**config.mk**
```make
export PLATFORM = sky130hd
export DESIGN_NAME = writeback_sequencer
export DESIGN_NICKNAME = d
export VERILOG_FILES = /design/src/rtl/writeback_sequencer_pkg.sv /design/src/rtl/writeback_sequencer_load_timeout_counter.sv /design/src/rtl/writeback_sequencer.sv
export SDC_FILE = /design/constraint.sdc
export NUM_CORES = 1
export LEC_CHECK = 0
export ABC_AREA = 0
export CORE_UTILIZATION = 51
export CTS_BUF_LIST = sky130_fd_sc_hd__clkbuf_2 sky130_fd_sc_hd__clkbuf_4 sky130_fd_sc_hd__clkbuf_8
export DETAILED_ROUTE_END_ITERATION = 6
export PLACE_DENSITY = 0.86
export SETUP_SLACK_MARGIN = 0.15
export SLEW_MARGIN = 20
export SYNTH_ARGS = -nofsm -noshare
export SYNTH_HDL_FRONTEND = slang
export SYNTH_HIERARCHICAL = 1
export SYNTH_SLANG_ARGS = --single-unit
```
**constraint.sdc**
```tcl
create_clock -name clock -period 4 [get_ports clock]
set_input_delay 0.4 -clock clock [delete_from_list [all_inputs] [get_ports clock]]
set_output_delay 0.4 -clock clock [all_outputs]
set_load 0.05 [all_outputs]
```
**src/rtl/writeback_sequencer_pkg.sv**
```systemverilog
// rtl/writeback_sequencer_pkg.sv - shared op-class, state and rd source-select types
package JZJCoreFTypes;

    typedef enum logic [2:0] {
        OP_NONE   = 3'd0,
        OP_ALU    = 3'd1,
        OP_LOAD   = 3'd2,
        OP_IMM    = 3'd3,
        OP_JUMP   = 3'd4,
        OP_STORE  = 3'd5,
        OP_BRANCH = 3'd6
    } OpClass_t;

    typedef enum logic [1:0] {
        IDLE      = 2'd0,
        EXEC      = 2'd1,
        LOAD_WAIT = 2'd2,
        WB        = 2'd3
    } StateWB_t;

    typedef struct packed {
        logic memory;
        logic alu;
        logic immediateFormer;
        logic branchALU;
    } RDSourceSelectLines_t;

    localparam RDSourceSelectLines_t SEL_NONE   = 4'b0000;
    localparam RDSourceSelectLines_t SEL_MEMORY = 4'b1000;
    localparam RDSourceSelectLines_t SEL_ALU    = 4'b0100;
    localparam RDSourceSelectLines_t SEL_IMM    = 4'b0010;
    localparam RDSourceSelectLines_t SEL_BRALU  = 4'b0001;

    // Unused encoding (3'd7) collapses to OP_NONE so it retires without side effects.
    function automatic OpClass_t decode_op(input logic [2:0] raw);
        OpClass_t op;
        case (raw)
            3'd1:    op = OP_ALU;
            3'd2:    op = OP_LOAD;
            3'd3:    op = OP_IMM;
            3'd4:    op = OP_JUMP;
            3'd5:    op = OP_STORE;
            3'd6:    op = OP_BRANCH;
            default: op = OP_NONE;
        endcase
        return op;
    endfunction

    // rd source for single-cycle classes; loads take the memory path in WB instead.
    function automatic RDSourceSelectLines_t exec_select(input OpClass_t op);
        RDSourceSelectLines_t sel;
        case (op)
            OP_ALU:  sel = SEL_ALU;
            OP_IMM:  sel = SEL_IMM;
            OP_JUMP: sel = SEL_BRALU;
            default: sel = SEL_NONE;
        endcase
        return sel;
    endfunction

    function automatic logic writes_rd(input OpClass_t op);
        return (op == OP_ALU) || (op == OP_IMM) || (op == OP_JUMP);
    endfunction

endpackage

```
**src/rtl/writeback_sequencer_load_timeout_counter.sv**
```systemverilog
// rtl/writeback_sequencer_load_timeout_counter.sv - cycle counter bounding time spent waiting for a load
module load_timeout_counter #(
    parameter int MEM_TIMEOUT = 16
) (
    input  logic clock,
    input  logic reset,
    input  logic clear,
    input  logic enable,
    output logic expired
);

    localparam int TIMEOUT_WIDTH = $clog2(MEM_TIMEOUT + 1);

    logic [TIMEOUT_WIDTH-1:0] count;

    assign expired = (count == TIMEOUT_WIDTH'(MEM_TIMEOUT - 1));

    // Count wait cycles; hold at the expiry value so the counter can never wrap.
    always_ff @(posedge clock or posedge reset) begin
        if (reset) begin
            count <= '0;
        end else if (clear) begin
            count <= '0;
        end else if (enable && !expired) begin
            count <= count + 1'b1;
        end
    end

endmodule

```
**src/rtl/writeback_sequencer.sv**
```systemverilog
// rtl/writeback_sequencer.sv - sequences instruction writeback into the register file
import JZJCoreFTypes::*;

module writeback_sequencer #(
    parameter int MEM_TIMEOUT = 16
) (
    input  logic       clock,
    input  logic       reset,
    input  logic       instr_valid,
    output logic       instr_ready,
    input  logic [2:0] op_class,
    input  logic [4:0] rd_index_in,
    output logic       mem_req,
    input  logic       mem_resp_valid,
    output logic [3:0] rd_source_select,
    output logic       rd_write_enable,
    output logic [4:0] rd_index_out,
    output logic       pc_advance,
    output logic       fault,
    input  logic       fault_clear
);

    StateWB_t             state;
    OpClass_t             op_q;
    logic [4:0]           rd_q;
    logic                 abandon_q;
    logic                 fault_q;
    logic                 expired;
    logic                 timeout_hit;
    RDSourceSelectLines_t sel;
    logic                 we;
    logic                 mr;
    logic                 pca;

    // A response arriving on the expiry cycle still wins over the timeout.
    assign timeout_hit = (state == LOAD_WAIT) && !mem_resp_valid && expired;

    load_timeout_counter #(
        .MEM_TIMEOUT(MEM_TIMEOUT)
    ) u_timeout (
        .clock  (clock),
        .reset  (reset),
        .clear  (state == IDLE),
        .enable (state == LOAD_WAIT),
        .expired(expired)
    );

    // Writeback FSM: latch op/rd on accept, wait on loads, record abandons and faults.
    always_ff @(posedge clock or posedge reset) begin
        if (reset) begin
            state     <= IDLE;
            op_q      <= OP_NONE;
            rd_q      <= 5'd0;
            abandon_q <= 1'b0;
            fault_q   <= 1'b0;
        end else begin
            abandon_q <= timeout_hit;
            if (timeout_hit) begin
                fault_q <= 1'b1;
            end else if (fault_clear) begin
                fault_q <= 1'b0;
            end
            case (state)
                IDLE: begin
                    if (instr_valid) begin
                        op_q  <= decode_op(op_class);
                        rd_q  <= rd_index_in;
                        state <= (decode_op(op_class) == OP_LOAD) ? LOAD_WAIT : EXEC;
                    end
                end
                EXEC: begin
                    state <= IDLE;
                end
                LOAD_WAIT: begin
                    if (mem_resp_valid) begin
                        state <= WB;
                    end else if (expired) begin
                        state <= IDLE;
                    end
                end
                WB: begin
                    state <= IDLE;
                end
                default: begin
                    state <= IDLE;
                end
            endcase
        end
    end

    // Moore output decode from registered state and latched op/rd only.
    always_comb begin
        sel = SEL_NONE;
        we  = 1'b0;
        mr  = 1'b0;
        pca = abandon_q;
        case (state)
            EXEC: begin
                sel = exec_select(op_q);
                we  = writes_rd(op_q) && (rd_q != 5'd0);
                pca = 1'b1;
            end
            LOAD_WAIT: begin
                mr = 1'b1;
            end
            WB: begin
                sel = SEL_MEMORY;
                we  = (rd_q != 5'd0);
                pca = 1'b1;
            end
            default: begin
                sel = SEL_NONE;
            end
        endcase
    end

    assign instr_ready      = (state == IDLE);
    assign rd_source_select = sel;
    assign rd_write_enable  = we;
    assign mem_req          = mr;
    assign pc_advance       = pca;
    assign rd_index_out     = rd_q;
    assign fault            = fault_q;

endmodule

```
; ---- Word level (Yosys, flattened, before mapping)
; Index checks and enable logic that the tools add are counted.
[op_classes]
n_reduce_logical = 15
n_mux = 17
addsub = 1
eq_ne = 16
[ops]
columns = operator, count
row1 = 3-bit one-hot mux with 6 select lines, 1
row2 = "3-bit by 2-bit == test with 1-bit output, second input constant", 4
row3 = "3-bit == test, second input constant", 4
row4 = 5-bit 2-to-1 mux, 2
row5 = 3-bit one-hot mux with 3 select lines, 1
row6 = 2-bit 2-to-1 mux, 4
row7 = 4-bit one-hot mux with 2 select lines, 1
row8 = "3-bit by 1-bit == test with 1-bit output, second input constant", 2
row9 = 3-bit 2-to-1 mux, 2
row10 = 2-bit one-hot mux with 3 select lines, 1
row11 = "5-bit by 1-bit adder with 5-bit output, second input constant", 1
row12 = "5-bit by 4-bit == test with 1-bit output, second input constant", 1
row13 = 5-bit nonzero test, 1
row14 = "2-bit == test, second input constant", 2
row15 = 1-bit logical AND, 4
row16 = 1-bit 2-to-1 mux, 4
row17 = 2-bit AND reduction, 2
row18 = 2-bit nonzero test, 2
row19 = "3-bit != test, second input constant", 1
row20 = "2-bit by 1-bit == test with 1-bit output, second input constant", 1
row21 = 1-bit logical NOT, 2
row22 = 2-bit logical NOT, 1
row23 = 1-bit logical OR, 2
row24 = "2-bit != test, second input constant", 1
row25 = 2 further kinds, 2
[totals]
out_inout_bits = 14
inputBits = 13
ff_bits = 17
wordCells = 55

; ---- Longest topological paths before layout
; Gate-level depths: netlist of the first run.
[logic_depth]
depth_word = 8
mapped_depth = 6
mapped_depth_nobuf = 6

; ---- Cells and area by module
; The synthesis of the first run kept the hierarchy.
[by_module_without_submodules]
columns = module, seq_area_each_um2, cells_each, area_per_inst_um2, n_inst
row1 = writeback_sequencer, 300.3, 57, 601.8, 1
row2 = load_timeout_counter, 125.1, 24, 264.0, 1

; ---- Worst setup path after synthesis of the first run
; OpenSTA, ideal clock, no wires.
[synth_timing]
path_type = register to register
startpoint = register state[0]
endpoint = register u_timeout.count[3]
setup_slack_ns = 1.769
n_path_buf = 1
stages_incl_launch_ff = 6
period_less_slack_ns = 2.231
setup_time_ns = 0.127
required_ns = 3.873
arrival_ns = 2.104
path_cell_list = dfrtp_1 -> clkbuf_2 -> nor2b_1 -> nor2b_4 -> nand4_1 -> mux2_1
[synth_via]
elab_chain_cells = 3
elab_cells_between_ends = 5
classes_between = 1 x eq/ne / 1 x mux / 3 x reduce/logical
[synth_rtl]
columns = element, line_no
row1 = from (decl), writeback_sequencer.sv:23  ; StateWB_t state;
row2 = from (signal assigned), writeback_sequencer.sv:68  ; state <= (decode_op(op_class) == OP_LOAD) ? LOAD_WAIT : EXEC;
row3 = 2-bit == test, writeback_sequencer.sv:44  ; .enable (state == LOAD_WAIT),
row4 = 1-bit logical AND, writeback_sequencer_load_timeout_counter.sv:24  ; end else if (enable && !expired) begin
row5 = 2-bit nonzero test (no line), n/a
row6 = to (signal assigned), writeback_sequencer_load_timeout_counter.sv:25  ; count <= count + 1'b1;
row7 = to (decl), writeback_sequencer_load_timeout_counter.sv:14  ; logic [TIMEOUT_WIDTH-1:0] count;
; Several ways; a longest one is shown, not always the timed one.
; A chain may end at the register's enable or synchronous reset.

; ---- Final worst setup path of the first run
[layout_timing]
startpoint = register rd_q[4], in the netlist rd_index_out[4]
endpoint = output rd_write_enable
[layout_via]
elab_chain_cells = 3
[layout_rtl]
columns = element, line_no
row1 = from (decl), writeback_sequencer.sv:25  ; logic [4:0] rd_q;
row2 = from (signal assigned), writeback_sequencer.sv:67  ; rd_q <= rd_index_in;
row3 = 5-bit nonzero test *, "writeback_sequencer.sv:100, writeback_sequencer.sv:108"
row4 = 1-bit logical AND, writeback_sequencer.sv:100  ; we = writes_rd(op_q) && (rd_q != 5'd0);
row5 = 1-bit one-hot mux with 2 select lines *, writeback_sequencer.sv:97  ; case (state)
row6 = to (decl), writeback_sequencer.sv:16  ; output logic rd_write_enable,
; Every way passes the cells marked *; elsewhere a longest branch is shown, timed or not.

==> metrics.md, run 1 <==
| Metric | Value |
|---|---|
| # nets final | 125 |
| Required @ worst endpoint | 3600 ps |
| DRT Wirelength | 1.69 mm |
| Share of cells above drive strength 1 | 0.119 |
| FF/Latch Area | 425 µm² |
| Synth Warn # | 6 |
| Worst path slowest cell | clkdlybuf4s50_1 |
| Number of CTS-inserted buffers | 3 |
| CTS Sinks | 17 |
| Buffer depth of the longest clock path | 2 |
| Number of vias in the routed layout | 656 |
| CTS resizes | 0 |
| P_leak | ~0.53 nW |
| Rows | 14 |
| TNS Setup | 0 ps |
| Core ar. | 1540 µm² |
| Net Count, Synth | 96 |
| GP Congestion | 0.705 |
| Post-detailed-route DRC marker count | 0 |
| Syn avg cell area | 10.7 µm² |
| Critical path class | reg -> out |
| Type of origin of the critical path | flop |
| Routed vias/inst | 5.25 |
| Seq/Total Area, Yosys | 0.491 |
| Combinational share of power | 0.459 |
| TritonCTS clock tree | yes |
| Placed Area | 1130 µm² |
| Number of hold buffers added after CTS | 0 |
| Worst setup EP type | primary output |
| Clock slew at reported path FFs | 90 ps |
| Ys flop type | dfrtp_1 |
| Max cap viols | 0 |
| # Post-CTS Setup Buffers | 0 |
| Multi-input gate area | 390 µm² |
| Cells after Synth | 81 |
| Switching pwr | 0.250 mW |
| GRT Resource Usage Total | 0.206 |
| Starting DRT DRC Count | 8 |
| Switching Fraction | 0.410 |
| First-pass GRT wire length | between 2 and 3 mm |
| Slew @ Worst Pin | 558 ps |
| Synth area leaders | dfrtp_1 (49%), mux2_4 (5.2%), inv_1 (3.9%) |
| Cell taking the most area after synthesis | dfrtp_1 |
| Worst-Skew Late Latency | 280 ps |
| Number of setup violations in the final report | 0 |
| IO Count | 27 |
| Reg2Reg Setup Slack | 2220 ps |
| Cell area after layout | 1160 µm² |
| Sequential cell fraction of total power | 0.387 |
| Antenna cells | 0 |
| Initial Util | 0.562 |
| Post-synth cell types | 32 |
| Max-slew headroom | 0.628 |
| F_max | 401 MHz |
| EDFF count, synth | 0 |
| H-tree depth | 1 |
| CTS Root Buffer Type | clkbuf_4 |
| Synth Cell Area | 866 µm² |
| Hold slack final | ~340 ps |
| HPWL Detailed | around 1.4 mm |
| Crit path time final | 2490 ps |
| Cell area power density | 524 nW/µm² |
| Hold Vio Cnt, Final | 0 |
| Post-synthesis async set-or-reset flop share | 1.00 |
| Die Y | around 43 µm |
| Max Fanout on Critical Path | 3 |
| Final period util | 0.623 |
| RSZ-0062 raised after global routing | false |
| Clock skew | 0.957 ps |
| Final Core Density | 0.752 |
| Worst hold path class | in -> async |
| Setup crit start | rd_index_out[4]$_DFFE_PP0P_ |
| Area Overhead vs Synth | 34.0% |
| Slowest Stage Delay on Critical Path | just under 700 ps |
| Die ar. | 1870 µm² |
| Reg2reg path depth | 6 |
| Crit path to | rd_write_enable |
| Synth top area share | 0.491 |
| Grt ovf | 0 |
| Antenna violations before repair | 0 |
| Commonest non-fill, non-tap cell in the layout | clkdlybuf4s50_1 |
| Pre-antenna DRT Iters | 4 |
| Vias in the first global route | 627 |
| Yosys reg bits | 17 |
| Most frequent cells in the layout | clkdlybuf4s50_1 (26), dfrtp_1 (17), inv_1 (9), nor2_1 (7), nand3_1 (5) |
| Critical-path cell list | or4_1, o21ai_0, a21oi_1, clkdlybuf4s50_1 |
| Internal Power | 0.358 mW |
| # port buffers | 26 |
| Outcome | completed |
| Fillers | 111 |
| Tot Pwr | 0.608 mW |
| Worst EP arrival | 2090 ps |
| Final Max Slew Viols | 0 |
| Peak VDD IR | 0.299 mV |
| Largest net degree at the start of global routing | 13 |
| R2R Path End | u_timeout/count[3]$_DFFE_PP0P_ |
| Routed WL per cell | around 14 µm |
| Detail Route Antenna Nets | 0 |
| Chip width | about 43 µm |
| Clock power frac | 0.154 |
| Critical R2R Launch | u_timeout/count[0]$_DFFE_PP0P_ |
[power by group through the flow]
stage	Clock, mW	Sequential (mW)	Combinational (mW)
detailed placement	0	0.239	0.281
CTS	0.0985	0.235	0.282
global placement	0	0.235	0.275
finish	0.0937	0.236	0.279
floorplan	0	0.290	0.139
global route	0.103	0.241	0.297
[how the worst min path moves through the flow]
stage | startpoint | end | cells after the start
6_report | reset | u_timeout/count[1]$_DFFE_PP0P_ | 2
5_1_grt | reset | u_timeout/count[0]$_DFFE_PP0P_ | 2
4_1_cts | reset | u_timeout/count[0]$_DFFE_PP0P_ | 2
3_5_place_dp | fault$_DFFE_PP0P_ | fault$_DFFE_PP0P_ | 1
3_3_place_gp | fault$_DFFE_PP0P_ | fault$_DFFE_PP0P_ | 1
2_1_floorplan | reset | u_timeout/count[0]$_DFFE_PP0P_ | 1
[registers in the layout (all words and copies together), names as in the netlist]
signal           count
op_q                 3
fault                1
rd_index_out         5
u_timeout/count      5
abandon_q            1
state                2
[metal layers]
layer	track usage	wire length (µm)	up-vias	part of all wire
met4	0.0545	12	0	0.0071
met3	0.0255	54	2	0.032
met1	0.273	734	312	0.43
li1	-	-	328	-
met5	0	0	-	0
met2	0.352	893	14	0.53
[cells in the mapped netlist, types with 2 or more instances]
master   instances
inv_1            9
nor2b_1          3
nand2_1          4
and2_1           2
nand3_1          5
mux2_2           2
ha_1             2
and4_1           2
o21ai_0          4
a21oi_1          2
dfrtp_1         17
nor2_1           7
mux2_4           3
[critical path: cells and delay by family, from the launching register on]
family | cells | cell delay, ps
compound gates | 2 | 210
simple gates | 1 | 500
flops | 1 | 410
buf+inv | 1 | 690
[area by class of cell]
cell class / count / area share
Clock buffer: 4 / 0.0259
Inverter: 9 / 0.0291
Multi-Input combinational cell: 53 / 0.337
Sequential cell: 17 / 0.367
Tap cell: 16 / 0.0173
Timing Repair Buffer: 26 / 0.224
[through the flow]
stage | cells | setup WS (ps)
3_5_place_dp | 121 | 1810
4_1_cts | 125 | 1480
6_report | 125 | 1510
5_1_grt | 125 | 1370
2_1_floorplan | 81 | 1770
3_3_place_gp | 121 | 1830
[cell families (layout without fill, tap and decap cells)]
| family | count (synthesis) | in the layout | synth area share |
|---|---|---|---|
| adders and majority gates | 2 | 2 | 0.0289 |
| xor gates and xnor gates | 2 | 2 | 0.0202 |
| muxes | 7 | 7 | 0.103 |
| AOI/OAI and AO/OA | 9 | 9 | 0.0621 |
| buffers and inverters | 11 | 39 | 0.0578 |
| DFF | 17 | 17 | 0.491 |
| and+or+nand+nor | 33 | 33 | 0.237 |
(Power assumes the default switching activity.)
==> run 2: changes to the inputs <==
--- a/config.mk
+++ b/config.mk
@@ -6,10 +6,10 @@
 export NUM_CORES = 1
 export LEC_CHECK = 0
 export ABC_AREA = 0
-export CORE_UTILIZATION = 51
+export CORE_UTILIZATION = 42
 export CTS_BUF_LIST = sky130_fd_sc_hd__clkbuf_2 sky130_fd_sc_hd__clkbuf_4 sky130_fd_sc_hd__clkbuf_8
 export DETAILED_ROUTE_END_ITERATION = 6
-export PLACE_DENSITY = 0.86
+export PLACE_DENSITY = 0.76
 export SETUP_SLACK_MARGIN = 0.15
 export SLEW_MARGIN = 20
 export SYNTH_ARGS = -nofsm -noshare
==> constraint.sdc (replaced) <==
create_clock -name clock -period 2.28 [get_ports clock]
set_input_delay 0.228 -clock clock [delete_from_list [all_inputs] [get_ports clock]]
set_output_delay 0.228 -clock clock [all_outputs]
set_load 0.05 [all_outputs]
==> metrics.md, run 2 (same netlist as run 1, synthesis figures left out) <==
| Metric | Value |
|---|---|
| CTS Sinks | 17 |
| Antenna cells | 0 |
| Worst setup EP type | primary output |
| HPWL Detailed | approximately 1.3 mm |
| Fillers | about 200 |
| Initial Util | 0.446 |
| Area Overhead vs Synth | 34.8% |
| TNS Setup | 0 ps |
| Max Fanout on Critical Path | 11 |
| Reg2reg path depth | 6 |
| Critical R2R Launch | u_timeout/count[0]$_DFFE_PP0P_ |
| RSZ-0062 raised after global routing | false |
| Setup crit start | state[0]$_DFFE_PP0P_ |
| Worst-Skew Late Latency | ~280 ps |
| # port buffers | 26 |
| DRT Wirelength | roughly 1.6 mm |
| Cell area power density | 905 nW/µm² |
| Most frequent cells in the layout | clkdlybuf4s50_1 (20), dfrtp_1 (17), inv_1 (9), nor2_1 (7), nand3_1 (5) |
| Routed vias/inst | around 4.9 |
| Met2 WL post-DR | 767 µm |
| FF/Latch Area | 425 µm² |
| Worst hold path class | in -> async |
| Crit path time final | 2050 ps |
| Switching Fraction | 0.413 |
| Final Core Density | 0.601 |
| Met3 wire len | about 86 µm |
| Clock skew | 0.545 ps |
| Detail Route Antenna Nets | 0 |
| GP Congestion | 0.726 |
| Number of hold buffers added after CTS | 0 |
| Antenna violations before repair | 0 |
| Vias in the first global route | roughly 580 |
| Core ar. | 1940 µm² |
| Number of CTS-inserted buffers | 3 |
| GRT Resource Usage Total | 0.152 |
| # nets final | 125 |
| Grt ovf | 0 |
| Type of origin of the critical path | flop |
| CTS Root Buffer Type | clkbuf_4 |
| # Post-CTS Setup Buffers | 0 |
| P_leak | 0.562 nW |
| Clock power frac | 0.159 |
| Switching pwr | 0.437 mW |
| Number of setup violations in the final report | 0 |
| Starting DRT DRC Count | 8 |
| Largest net degree at the start of global routing | 13 |
| H-tree depth | 1 |
| Critical path class | reg -> out |
| IO Count | 27 |
| Commonest non-fill, non-tap cell in the layout | clkdlybuf4s50_1 |
| F_max | 489 MHz |
| Hold Vio Cnt, Final | 0 |
| Top Metal Used | met4 |
| Rows | 16 |
| Slew @ Worst Pin | 544 ps |
| Final Max Slew Viols | 0 |
| First-pass GRT wire length | 2.35 mm |
| Die Y | about 47 µm |
| Max-slew headroom | 0.637 |
| Finished Layout Cells | 136 |
| Max cap viols | 0 |
| Number of vias in the routed layout | between 600 and 700 |
| Clock slew at reported path FFs | 90 ps |
| Multi-input gate area | 393 µm² |
| Required @ worst endpoint | 2050 ps |
| Chip width | 47.4 µm |
| Internal Power | 0.620 mW |
| Die ar. | roughly 2200 µm² |
| Share of cells above drive strength 1 | 0.147 |
| Sequential cell fraction of total power | 0.391 |
| Final period util | 0.897 |
| Combinational share of power | 0.450 |
| Worst EP arrival | 1820 ps |
| Peak VDD IR | 0.631 mV |
| Buffer depth of the longest clock path | 2 |
| Routed WL per cell | between 10 and 15 µm |
| WL met1 | 705 µm |
| Placed cell count | 132 |
| Outcome | completed |
| TritonCTS clock tree | yes |
| Post-detailed-route DRC marker count | 0 |
| Pre-antenna DRT Iters | 4 |
## run 2: path summary, 6_finish.rpt
path / to / slack (ps)
hold reg to reg: fault$_DFFE_PP0P_ / 480
min in group clock: fault$_DFFE_PP0P_ / 480
hold / removal: u_timeout/count[3]$_DFFE_PP0P_ / 170
setup reg to reg: u_timeout/count[3]$_DFFE_PP0P_ / 490
setup / recovery: pc_advance / 230
max in group asynchronous: op_q[0]$_DFFE_PP0P_ / 1670
## run 2: final cells by class
type	count	area share
Sequential cell	17	0.364
Tap cell	27	0.0289
Multi-Input combinational cell	53	0.337
Timing Repair Buffer	26	0.215
Inverter	9	0.0289
Clock buffer	4	0.0257
## run 2: per-layer routing
metal	vias to the layer above	track usage
li1	334	-
met4	0	0.0514
met3	2	0.0308
met5	-	0
met1	308	0.201
met2	24	0.247
## run 2: timing repair
action                                  in CTS  in global routing
hold endpoints to repair                     0                  0
gates resized for setup                      4                  3
endpoints found under the setup margin       4                  2
## run 2: stage by stage
stage / area, µm² / worst slack, ps / power (mW) / hold WS [ps]
2_1_floorplan: 868 / 217 / 0.755 / 6.52
3_3_place_gp: 1140 / 260 / 0.898 / 457
3_5_place_dp: 1140 / 244 / 0.907 / 467
4_1_cts: 1170 / 156 / 1.07 / 183
5_1_grt: 1170 / 160 / 1.11 / 210
6_report: 1170 / 234 / 1.06 / 173
## run 2: critical path, cell delays in order, from the launching register on
cell and delay [ps]:
dfrtp_1 510, or2_2 330, clkdlybuf4s50_1 700
## run 2: power by group through the flow
stage          Combinational, mW  Sequential [mW]  Clock [mW]
2_1_floorplan              0.246            0.509           0
3_3_place_gp               0.484            0.413           0
3_5_place_dp               0.487            0.420           0
4_1_cts                    0.483            0.415       0.172
5_1_grt                    0.507            0.423       0.184
6_report                   0.475            0.413       0.168
